<file path="src/rtl/lut_func_sweeper_pkg.sv">
// lut_func_pkg: shared state encoding and truth-table sizing for the LUT function sweeper
package lut_func_pkg;

    typedef enum logic {
        IDLE,
        SWEEP
    } state_e;

    // Total truth-table bits: one row of 2**n_in minterms per function
    function automatic int tt_bits(input int n_in, input int n_out);
        return n_out * (1 << n_in);
    endfunction

endpackage

</file>
<file path="src/rtl/lut_func_sweeper_if.sv">
// lut_func_if: config, eval and sweep signal bundle between a driver and the sweeper
interface lut_func_if #(
    parameter int N_IN  = 4,
    parameter int N_OUT = 2
);

    logic                      cfg_valid;
    logic                      cfg_bit;
    logic                      cfg_ready;
    logic                      table_ok;
    logic                      eval_valid;
    logic [N_IN-1:0]           eval_in;
    logic                      f_valid;
    logic [N_OUT-1:0]          f_out;
    logic                      sweep_start;
    logic                      sweep_busy;
    logic                      sweep_valid;
    logic [N_IN-1:0]           sweep_idx;
    logic [N_OUT-1:0]          sweep_f;
    logic                      sweep_done;
    logic [N_OUT*(N_IN+1)-1:0] onset_cnt;

    modport master (
        output cfg_valid, cfg_bit, eval_valid, eval_in, sweep_start,
        input  cfg_ready, table_ok, f_valid, f_out, sweep_busy, sweep_valid,
               sweep_idx, sweep_f, sweep_done, onset_cnt
    );

    modport slave (
        input  cfg_valid, cfg_bit, eval_valid, eval_in, sweep_start,
        output cfg_ready, table_ok, f_valid, f_out, sweep_busy, sweep_valid,
               sweep_idx, sweep_f, sweep_done, onset_cnt
    );

endinterface

</file>
<file path="src/rtl/lut_func_sweeper_table.sv">
// lut_func_table: serial truth-table loader with shadow/committed copies and two minterm read ports
module lut_func_table
    import lut_func_pkg::*;
#(
    parameter int N_IN  = 4,
    parameter int N_OUT = 2
) (
    input  logic             clk,
    input  logic             rst_n,
    input  logic             cfg_we,
    input  logic             cfg_bit,
    input  logic [N_IN-1:0]  rd_a_idx,
    input  logic [N_IN-1:0]  rd_b_idx,
    output logic [N_OUT-1:0] rd_a_f,
    output logic [N_OUT-1:0] rd_b_f,
    output logic             table_ok,
    output logic             cnt_zero
);

    localparam int TT_BITS = tt_bits(N_IN, N_OUT);
    localparam int CW      = $clog2(TT_BITS);
    localparam int ROW     = 1 << N_IN;

    logic [TT_BITS-1:0] shadow_q, shadow_d;
    logic [TT_BITS-1:0] table_q, table_d;
    logic [CW-1:0]      cnt_q, cnt_d;
    logic               table_ok_q, table_ok_d;
    logic               last;

    // Bits enter at the top so stream position p lands on table bit p; the final bit commits the shadow
    always_comb begin
        last       = cfg_we && (cnt_q == CW'(TT_BITS - 1));
        shadow_d   = cfg_we ? {cfg_bit, shadow_q[TT_BITS-1:1]} : shadow_q;
        cnt_d      = last ? '0 : cnt_q + CW'(cfg_we);
        table_d    = last ? shadow_d : table_q;
        table_ok_d = table_ok_q | last;
    end

    // Loader state; reset discards both the committed table and any partial load
    always_ff @(posedge clk or negedge rst_n) begin
        if (!rst_n) begin
            shadow_q   <= '0;
            table_q    <= '0;
            cnt_q      <= '0;
            table_ok_q <= 1'b0;
        end else begin
            shadow_q   <= shadow_d;
            table_q    <= table_d;
            cnt_q      <= cnt_d;
            table_ok_q <= table_ok_d;
        end
    end

    for (genvar k = 0; k < N_OUT; k++) begin : g_rd
        logic [ROW-1:0] row;
        assign row       = table_q[k*ROW +: ROW];
        assign rd_a_f[k] = row[rd_a_idx];
        assign rd_b_f[k] = row[rd_b_idx];
    end

    assign table_ok = table_ok_q;
    assign cnt_zero = (cnt_q == '0);

endmodule

</file>
<file path="src/rtl/lut_func_sweeper.sv">
// lut_func_sweeper: programmable truth-table functions with registered eval and exhaustive ON-set sweep
module lut_func_sweeper
    import lut_func_pkg::*;
#(
    parameter int N_IN  = 4,
    parameter int N_OUT = 2
) (
    input logic       clk,
    input logic       rst_n,
    lut_func_if.slave bus
);

    localparam int              CNT_W   = N_IN + 1;
    localparam logic [N_IN-1:0] IDX_MAX = '1;

    state_e                    state_q, state_d;
    logic                      cfg_ready_q, cfg_ready_d;
    logic                      f_valid_q, f_valid_d;
    logic [N_OUT-1:0]          f_out_q, f_out_d;
    logic                      busy_q, busy_d;
    logic [N_IN-1:0]           idx_q, idx_d;
    logic                      done_q, done_d;
    logic [N_OUT*CNT_W-1:0]    onset_q, onset_d;
    logic [N_OUT-1:0]          rd_a, rd_b;
    logic                      table_ok, cnt_zero;
    logic                      start, in_sweep;

    lut_func_table #(
        .N_IN (N_IN),
        .N_OUT(N_OUT)
    ) u_table (
        .clk     (clk),
        .rst_n   (rst_n),
        .cfg_we  (bus.cfg_valid && cfg_ready_q),
        .cfg_bit (bus.cfg_bit),
        .rd_a_idx(bus.eval_in),
        .rd_b_idx(idx_q),
        .rd_a_f  (rd_a),
        .rd_b_f  (rd_b),
        .table_ok(table_ok),
        .cnt_zero(cnt_zero)
    );

    // Next-state for eval register, sweep FSM and ON-set counters; a sweep starts only on a stable committed table
    always_comb begin
        in_sweep    = (state_q == SWEEP);
        start       = (state_q == IDLE) && bus.sweep_start && table_ok && cnt_zero;
        state_d     = start ? SWEEP : (in_sweep && idx_q == IDX_MAX) ? IDLE : state_q;
        cfg_ready_d = (state_d == IDLE);
        busy_d      = (state_d == SWEEP);
        idx_d       = start ? '0 : (in_sweep && idx_q != IDX_MAX) ? idx_q + 1'b1 : idx_q;
        done_d      = in_sweep && (idx_q == IDX_MAX - 1'b1);
        f_valid_d   = bus.eval_valid;
        f_out_d     = bus.eval_valid ? rd_a : f_out_q;
        onset_d     = start ? '0 : onset_q;
        if (in_sweep)
            for (int k = 0; k < N_OUT; k++)
                onset_d[k*CNT_W +: CNT_W] = onset_q[k*CNT_W +: CNT_W] + CNT_W'(rd_b[k]);
    end

    // All control outputs are registered; reset lands in IDLE ready to accept configuration
    always_ff @(posedge clk or negedge rst_n) begin
        if (!rst_n) begin
            state_q     <= IDLE;
            cfg_ready_q <= 1'b1;
            f_valid_q   <= 1'b0;
            f_out_q     <= '0;
            busy_q      <= 1'b0;
            idx_q       <= '0;
            done_q      <= 1'b0;
            onset_q     <= '0;
        end else begin
            state_q     <= state_d;
            cfg_ready_q <= cfg_ready_d;
            f_valid_q   <= f_valid_d;
            f_out_q     <= f_out_d;
            busy_q      <= busy_d;
            idx_q       <= idx_d;
            done_q      <= done_d;
            onset_q     <= onset_d;
        end
    end

    assign bus.cfg_ready   = cfg_ready_q;
    assign bus.table_ok    = table_ok;
    assign bus.f_valid     = f_valid_q;
    assign bus.f_out       = f_out_q;
    assign bus.sweep_busy  = busy_q;
    assign bus.sweep_valid = busy_q;
    assign bus.sweep_idx   = idx_q;
    assign bus.sweep_f     = busy_q ? rd_b : '0;
    assign bus.sweep_done  = done_q;
    assign bus.onset_cnt   = onset_q;

endmodule
</file>
<file path="src/flat_wrapper.sv">
// flat-port wrapper written by rule: the top's interface ports become plain ports
module lut_func_sweeper_flat import lut_func_pkg::*;
#(
    parameter int N_IN  = 4,
    parameter int N_OUT = 2
)
  (clk, rst_n, bus_cfg_valid, bus_cfg_bit, bus_eval_valid, bus_eval_in, bus_sweep_start, bus_cfg_ready, bus_table_ok, bus_f_valid, bus_f_out, bus_sweep_busy, bus_sweep_valid, bus_sweep_idx, bus_sweep_f, bus_sweep_done, bus_onset_cnt);
  lut_func_if #(.N_IN(N_IN), .N_OUT(N_OUT)) bus_i ();
  input logic clk;
  input logic rst_n;
  input wire logic [$bits(bus_i.cfg_valid)-1:0] bus_cfg_valid;
  input wire logic [$bits(bus_i.cfg_bit)-1:0] bus_cfg_bit;
  input wire logic [$bits(bus_i.eval_valid)-1:0] bus_eval_valid;
  input wire logic [$bits(bus_i.eval_in)-1:0] bus_eval_in;
  input wire logic [$bits(bus_i.sweep_start)-1:0] bus_sweep_start;
  output wire logic [$bits(bus_i.cfg_ready)-1:0] bus_cfg_ready;
  output wire logic [$bits(bus_i.table_ok)-1:0] bus_table_ok;
  output wire logic [$bits(bus_i.f_valid)-1:0] bus_f_valid;
  output wire logic [$bits(bus_i.f_out)-1:0] bus_f_out;
  output wire logic [$bits(bus_i.sweep_busy)-1:0] bus_sweep_busy;
  output wire logic [$bits(bus_i.sweep_valid)-1:0] bus_sweep_valid;
  output wire logic [$bits(bus_i.sweep_idx)-1:0] bus_sweep_idx;
  output wire logic [$bits(bus_i.sweep_f)-1:0] bus_sweep_f;
  output wire logic [$bits(bus_i.sweep_done)-1:0] bus_sweep_done;
  output wire logic [$bits(bus_i.onset_cnt)-1:0] bus_onset_cnt;
  assign bus_i.cfg_valid = bus_cfg_valid;
  assign bus_i.cfg_bit = bus_cfg_bit;
  assign bus_i.eval_valid = bus_eval_valid;
  assign bus_i.eval_in = bus_eval_in;
  assign bus_i.sweep_start = bus_sweep_start;
  assign bus_cfg_ready = bus_i.cfg_ready;
  assign bus_table_ok = bus_i.table_ok;
  assign bus_f_valid = bus_i.f_valid;
  assign bus_f_out = bus_i.f_out;
  assign bus_sweep_busy = bus_i.sweep_busy;
  assign bus_sweep_valid = bus_i.sweep_valid;
  assign bus_sweep_idx = bus_i.sweep_idx;
  assign bus_sweep_f = bus_i.sweep_f;
  assign bus_sweep_done = bus_i.sweep_done;
  assign bus_onset_cnt = bus_i.onset_cnt;
  lut_func_sweeper #(.N_IN(N_IN), .N_OUT(N_OUT)) u_core (.clk(clk), .rst_n(rst_n), .bus(bus_i));
endmodule
</file>
<file path="config.mk">
export PLATFORM = sky130hd
export DESIGN_NAME = lut_func_sweeper_flat
export DESIGN_NICKNAME = d
export VERILOG_FILES = /design/src/rtl/lut_func_sweeper_pkg.sv /design/src/rtl/lut_func_sweeper_if.sv /design/src/rtl/lut_func_sweeper_table.sv /design/src/rtl/lut_func_sweeper.sv /design/src/flat_wrapper.sv
export SDC_FILE = /design/constraint.sdc
export NUM_CORES = 1
export LEC_CHECK = 0
export ABC_CLOCK_PERIOD_IN_PS = 2190
export CORE_MARGIN = 5
export CORE_UTILIZATION = 50
export CTS_CLUSTER_DIAMETER = 60
export CTS_CLUSTER_SIZE = 28
export DETAILED_ROUTE_END_ITERATION = 8
export PLACE_DENSITY = 0.73
export SLEW_MARGIN = 20
export SYNTH_ARGS = -nofsm -noshare
export SYNTH_HDL_FRONTEND = slang
export SYNTH_SLANG_ARGS = --single-unit
</file>
<file path="constraint.sdc">
create_clock -name clk -period 2.19 [get_ports clk]
set_clock_uncertainty 0.15 [all_clocks]
set_input_delay 0.438 -clock clk [delete_from_list [all_inputs] [get_ports clk]]
set_output_delay 0.438 -clock clk [all_outputs]
set_load 0.02 [all_outputs]
</file>
# Word level (Yosys, flattened, before mapping)
# Cells that the tools add are included.
# totals
ff_bits,90
in_bits,10
output_inout_bits,24
elab_cells,52
# op_classes
add_sub_neg,4
magnitude_cmp,2
eq_ne,4
mux,17
bitwise_logic,3
n_reduce_logical,11
# ops
operator,count
two-way mux 32 bit,1
two-way mux 10 bit,2
binary-select mux 1 bit (select 4 bit),4
adder 5 x 1 -> 5 bit,3
less-than comparator 4 x 5 -> 1 bit (second input constant),2
== test 4 bit (second input constant),2
logical AND 1 bit,8
two-way mux 4 bit,2
two-way mux 1 bit,6
== test 5 bit (second input constant),1
logical NOT 5 bit,1
two-way mux 5 bit,1
adder 4 x 1 -> 4 bit (second input constant),1
inequality test 4 bit (second input constant),1
nonzero test 2 bit,2
two-way mux 2 bit,1
NOT 1 bit,2
OR 1 bit,1

# Logic depth before layout (Yosys ltp)
# logic_depth
word_depth,6
depth_mapped,11
mapped_depth_nobuf,10

# By module
# From an unflattened synthesis, not the netlist that was laid out.
# hier_totals
cells_unflattened,293
area_unflattened_um2,4201.5
# by_module_without_submodules
module,instances,cells_per_inst,area_per_inst_um2,seq_area_each_um2
lut_func_table,1,202,3218.1,1751.7
lut_func_sweeper,1,91,983.4,501.7

# Least setup slack after synthesis
# OpenSTA, ideal clock, no wires.
# synth_timing
path_type,reg-to-reg
startpoint,"register u_core.idx_q[0], in the netlist u_core.bus.sweep_idx[0]"
endpoint,"register u_core.onset_q[7], in the netlist u_core.bus.onset_cnt[7]"
setup_ns,0.136
arrival_time_ns,2.311
required_time_ns,1.904
slack_ns,-0.407
stages_incl_launch_ff,11
path_buffers,1
synth_period_minus_slack_ns,2.597
path_cell_list,dfrtp_1 buf_6 mux4_2 nor2b_1 a211oi_1 a21oi_1 ha_1 ha_1 xor2_1 nand2_1 o21ai_0
# synth_via
elab_chain_len,4
# synth_lines
element,line,rtl
from (decl),lut_func_sweeper.sv:21,"logic [N_IN-1:0] idx_q, idx_d;"
from (signal assigned),lut_func_sweeper.sv:78,idx_q <= idx_d;
binary-select mux 1 bit (select 4 bit),lut_func_sweeper_table.sv:58,assign rd_b_f[k] = row[rd_b_idx];
two-way mux 1 bit (not written as such),lut_func_sweeper_table.sv:58,
adder 5 x 1 -> 5 bit,lut_func_sweeper.sv:58,onset_d[k*CNT_W +: CNT_W] = onset_q[k*CNT_W +: CNT_W] + CNT_W'(rd_b[k]);
two-way mux 10 bit,lut_func_sweeper.sv:56,if (in_sweep)
to (signal assigned),lut_func_sweeper.sv:80,onset_q <= onset_d;
to (decl),lut_func_sweeper.sv:23,"logic [N_OUT*CNT_W-1:0] onset_q, onset_d;"
# No other way between the ends. The select of a mux whose other input is x is not followed.
# A chain may end at the register's enable or synchronous reset.

# Final worst setup path
# layout_timing
startpoint,"register u_core.idx_q[0], in the netlist u_core.bus.sweep_idx[0]"
endpoint,output port bus_sweep_f[1]
# layout_via
elab_chain_len,3
# layout_lines
element,line,rtl
binary-select mux 1 bit (select 4 bit),lut_func_sweeper_table.sv:58,
two-way mux 1 bit (not written as such),lut_func_sweeper_table.sv:58,
two-way mux 2 bit,lut_func_sweeper.sv:91,assign bus.sweep_f = busy_q ? rd_b : '0;
to (decl),flat_wrapper.sv:23,output wire logic [$bits(bus_i.sweep_f)-1:0] bus_sweep_f;
# No other way between the ends. The select of a mux whose other input is x is not followed.

==> impl_metrics.yaml <==
worst_setup_path:
  timing.critical_path.buf_inv: 2
  crit_path_start_kind: "flip-flop"
  max_stage_delay_ps: 480
  r2r_start: "u_core.bus.sweep_idx[0]$_DFFE_PN0P_"
  end_kind: "output pin"
  worstPathRequired_ps: 1600
  ff2ff_setup_slack_ps: -340
  path_delay_family: "multiplexers"
  critPathSlowestCell: "mux4_2"
  r2r_cells: 11
  path_max_fanout: 5
  cp.arrival_ps: 2040
  crit_type: "flip-flop to output pin"
  reg2reg_to: "u_core.bus.onset_cnt[7]$_DFFE_PN0P_"
  crit_path_cell_trace: "buf_6 -> mux4_2 -> nor2b_4 -> a211oi_4 -> a211oi_2 -> buf_4"
route:
  drtAntennaViolNets: 0
  wl_per_cell_um: 17.1
  post_drt_via_cell_ratio: 5.42
  first_pass_iters: 4
  vias: 2634
  drtIter0Drc: 86
  drt_wl_total_mm: 8.33
  drcViolationCount: 0
clock_network:
  ctsRootBufferMaster: "clkbuf_8"
  cts_tree: "done"
  cts.sinks: 90
  cts_inserted_buffers: 9
  worstSkewPairLatency_ps: 360
  path_clk_slew_ps: 80
  cts_buffer_depth: 2
  htree_levels: 3
power:
  ir_worst_vdd_uv: 719
  power_w: 0.00615
  power_density_nw_per_um2: 1160
  power_leakage_nw: 2.49
place:
  place.gp.congestion: 0.791
  dp_hpwl_mm: 5.81
  io_buffers: 33
timing:
  worst_slack_ps: -443
  period_share_pct: 120
  max_slew_margin_pct: 69.2
  rsz0062_at_grt: "yes"
  period_needed_ps: 2630
  worstMarginPinSlew_ps: 463
  timing.hold.ws_ps: 362
  drv_slew: 0
  setup_viol: 11
  max_freq_mhz: 380
  finalHoldViolations: 0
die:
  start_util_pct: 50.9
  dieHeight_um: 101
  die_w_um: 101
  ios: 34
  coreArea_sq_um: 8130
  dieArea_sq_um: 10200
  row_count: 33
status:
  violations: "setup timing"
  status: "finished, violations left"
logic_synthesis:
  syn_area_sq_um: 4140
  yosysSeqAreaShare_pct: 54.4
  ys_types: 30
  syn-num-nets: 309
  synthTopCellsByArea: "dfrtp_1 54%, mux2_2 18%, mux4_1 5.7%"
  syn_avg_cell_area_sq_um: 14.2
  yosys_warnings: 0
  synth_seq_cells: 90
  synth_cells: 291
  yosysTopAreaCellShare_pct: 53.8
  synth_largest_area_cell: "dfrtp_1"
worst_hold_path:
  hp-start: "u_core.bus.f_out[1]$_DFFE_PN0P_"
  whs_path_depth: 1
  whs_endpoint: "u_core.bus.f_out[1]$_DFFE_PN0P_"
  min_path_type: "flip-flop to flip-flop"
final_layout:
  final_common_cell: "dfrtp_1"
  diodes: 0
  layout-drive-gt1-share_pct: 46.2
  area_growth_pct: 28.5
  mostFrequentLayoutCells: "85 x dfrtp_1, 66 x mux2_2, 55 x buf_4"
  fillers: 562
  fin_util_pct: 65.5
  nets: 394
grt:
  antenna_found_initial: 0
  grt_max_degree: 47
  grt_pass1_vias: 2786
  grt_use_total_pct: 17.5
  grt_first_pass_wirelength_mm: 13.7
  grt.overflow.total: 0
flow_run:
  cap_viol_max_count: 0
==> registers in the layout, summed over array words and instances, names as in the netlist <==
signal and cells:
u_core.u_table.shadow_q 32, u_core.u_table.table_q 32, u_core.bus.onset_cnt 10, u_core.u_table.cnt_q 5, u_core.bus.sweep_idx 4, u_core.bus.f_out 2
u_core.bus.cfg_ready 1, u_core.bus.f_valid 1, u_core.bus.sweep_done 1, u_core.in_sweep 1, u_core.u_table.table_ok 1
==> logic make-up after synthesis <==
group | synth area share, %
adder cells (fa/ha/maj) | 2.42
flip-flops | 54.4
XOR/XNOR | 2.11
multiplexers | 29.4
buffers and inverters | 3.17
AO/OA/AOI/OAI | 2.75
AND/OR/NAND/NOR | 5.77
==> timing repair <==
action                     CTS  global route
hold buffers                 1             0
pin swaps                    2             3
buffers inserted             6             3
gates cloned                 0             0
resized for setup           32            18
hold endpoints to repair    33             0
setup endpoints to repair   18            13
==> layout make-up <==
class	count	area, sq um	share of cell area, %
sequential	90	2260	42.4
multi-input combinational	178	1900	35.6
timing repair buffer	93	818	15.4
clock buffer	12	155	2.91
tap	105	131	2.47
clock inverter	4	50.0	0.940
inverter	4	15.0	0.282
==> worst register-to-register path: stages, from the launching register on <==
cell	delay, ps
dfrtp_2	450
buf_6	130
mux4_2	480
nor2b_4	160
a211oi_4	220
buf_4	180
a21oi_4	40
ha_4	170
ha_4	170
xor2_1	150
nand2_1	70
o21ai_1	50
==> through the flow <==
step           worst slack (ps)  setup TNS, ps  instance area (sq um)  std cells
2_1_floorplan              -171           -876                   4180        291
3_3_place_gp               -392          -4880                   4950        461
3_5_place_dp               -427          -6040                   4950        461
4_1_cts                    -393          -2700                   5250        484
5_1_grt                    -526          -3770                   5330        486
6_report                   -443          -2620                   5330        486
==> layer usage <==
layer	track usage, %	share of wire [%]
met1	22.3	43
met2	29.0	52
met3	5.05	3.5
met4	5.62	2.2
met5	0	0
==> worst max-delay path by stage <==
stage	cells after the start	from	endpoint	slack (ps)
6_report	6	u_core.bus.sweep_idx[0]$_DFFE_PN0P_	bus_sweep_f[1]	-440
5_1_grt	6	u_core.bus.sweep_idx[0]$_DFFE_PN0P_	bus_sweep_f[1]	-530
4_1_cts	6	u_core.bus.sweep_idx[0]$_DFFE_PN0P_	bus_sweep_f[1]	-390
3_5_place_dp	5	u_core.bus.sweep_idx[0]$_DFFE_PN0P_	bus_sweep_f[0]	-430
3_3_place_gp	5	u_core.bus.sweep_idx[0]$_DFFE_PN0P_	bus_sweep_f[0]	-390
2_1_floorplan	11	u_core.bus.sweep_idx[0]$_DFFE_PN0P_	u_core.bus.onset_cnt[9]$_DFFE_PN0P_	-170
==> where the power goes <==
| part | internal, W | switching, W |
|---|---|---|
| Sequential | 0.00215 | 0.000407 |
| Clock | 0.000588 | 0.000569 |
| Combinational | 0.00144 | 0.00100 |
==> synth_stat cells <==
| library cell | instances |
|---|---|
| xor2_1 | 4 |
| and4_1 | 1 |
| nor2b_1 | 5 |
| and2_1 | 3 |
| o21ai_0 | 11 |
| nand2_1 | 22 |
| nand3_1 | 10 |
| mux4_1 | 9 |
| buf_6 | 3 |
| dfstp_2 | 1 |
| clkbuf_1 | 6 |
| mux2i_1 | 8 |
| or2_2 | 1 |
| a21boi_0 | 1 |
| mux4_2 | 7 |
| dfrtp_1 | 89 |
| nor3_1 | 1 |
| a21oi_1 | 3 |
| ha_1 | 8 |
| inv_1 | 4 |
| xnor2_1 | 6 |
| mux2_2 | 66 |
| a31oi_1 | 1 |
| buf_4 | 4 |
| nand4_1 | 2 |
| buf_2 | 6 |
| nor4_1 | 1 |
| nor2_1 | 3 |
| or3_1 | 1 |
| a211oi_1 | 4 |
Power figures use the tool's default switching activity.
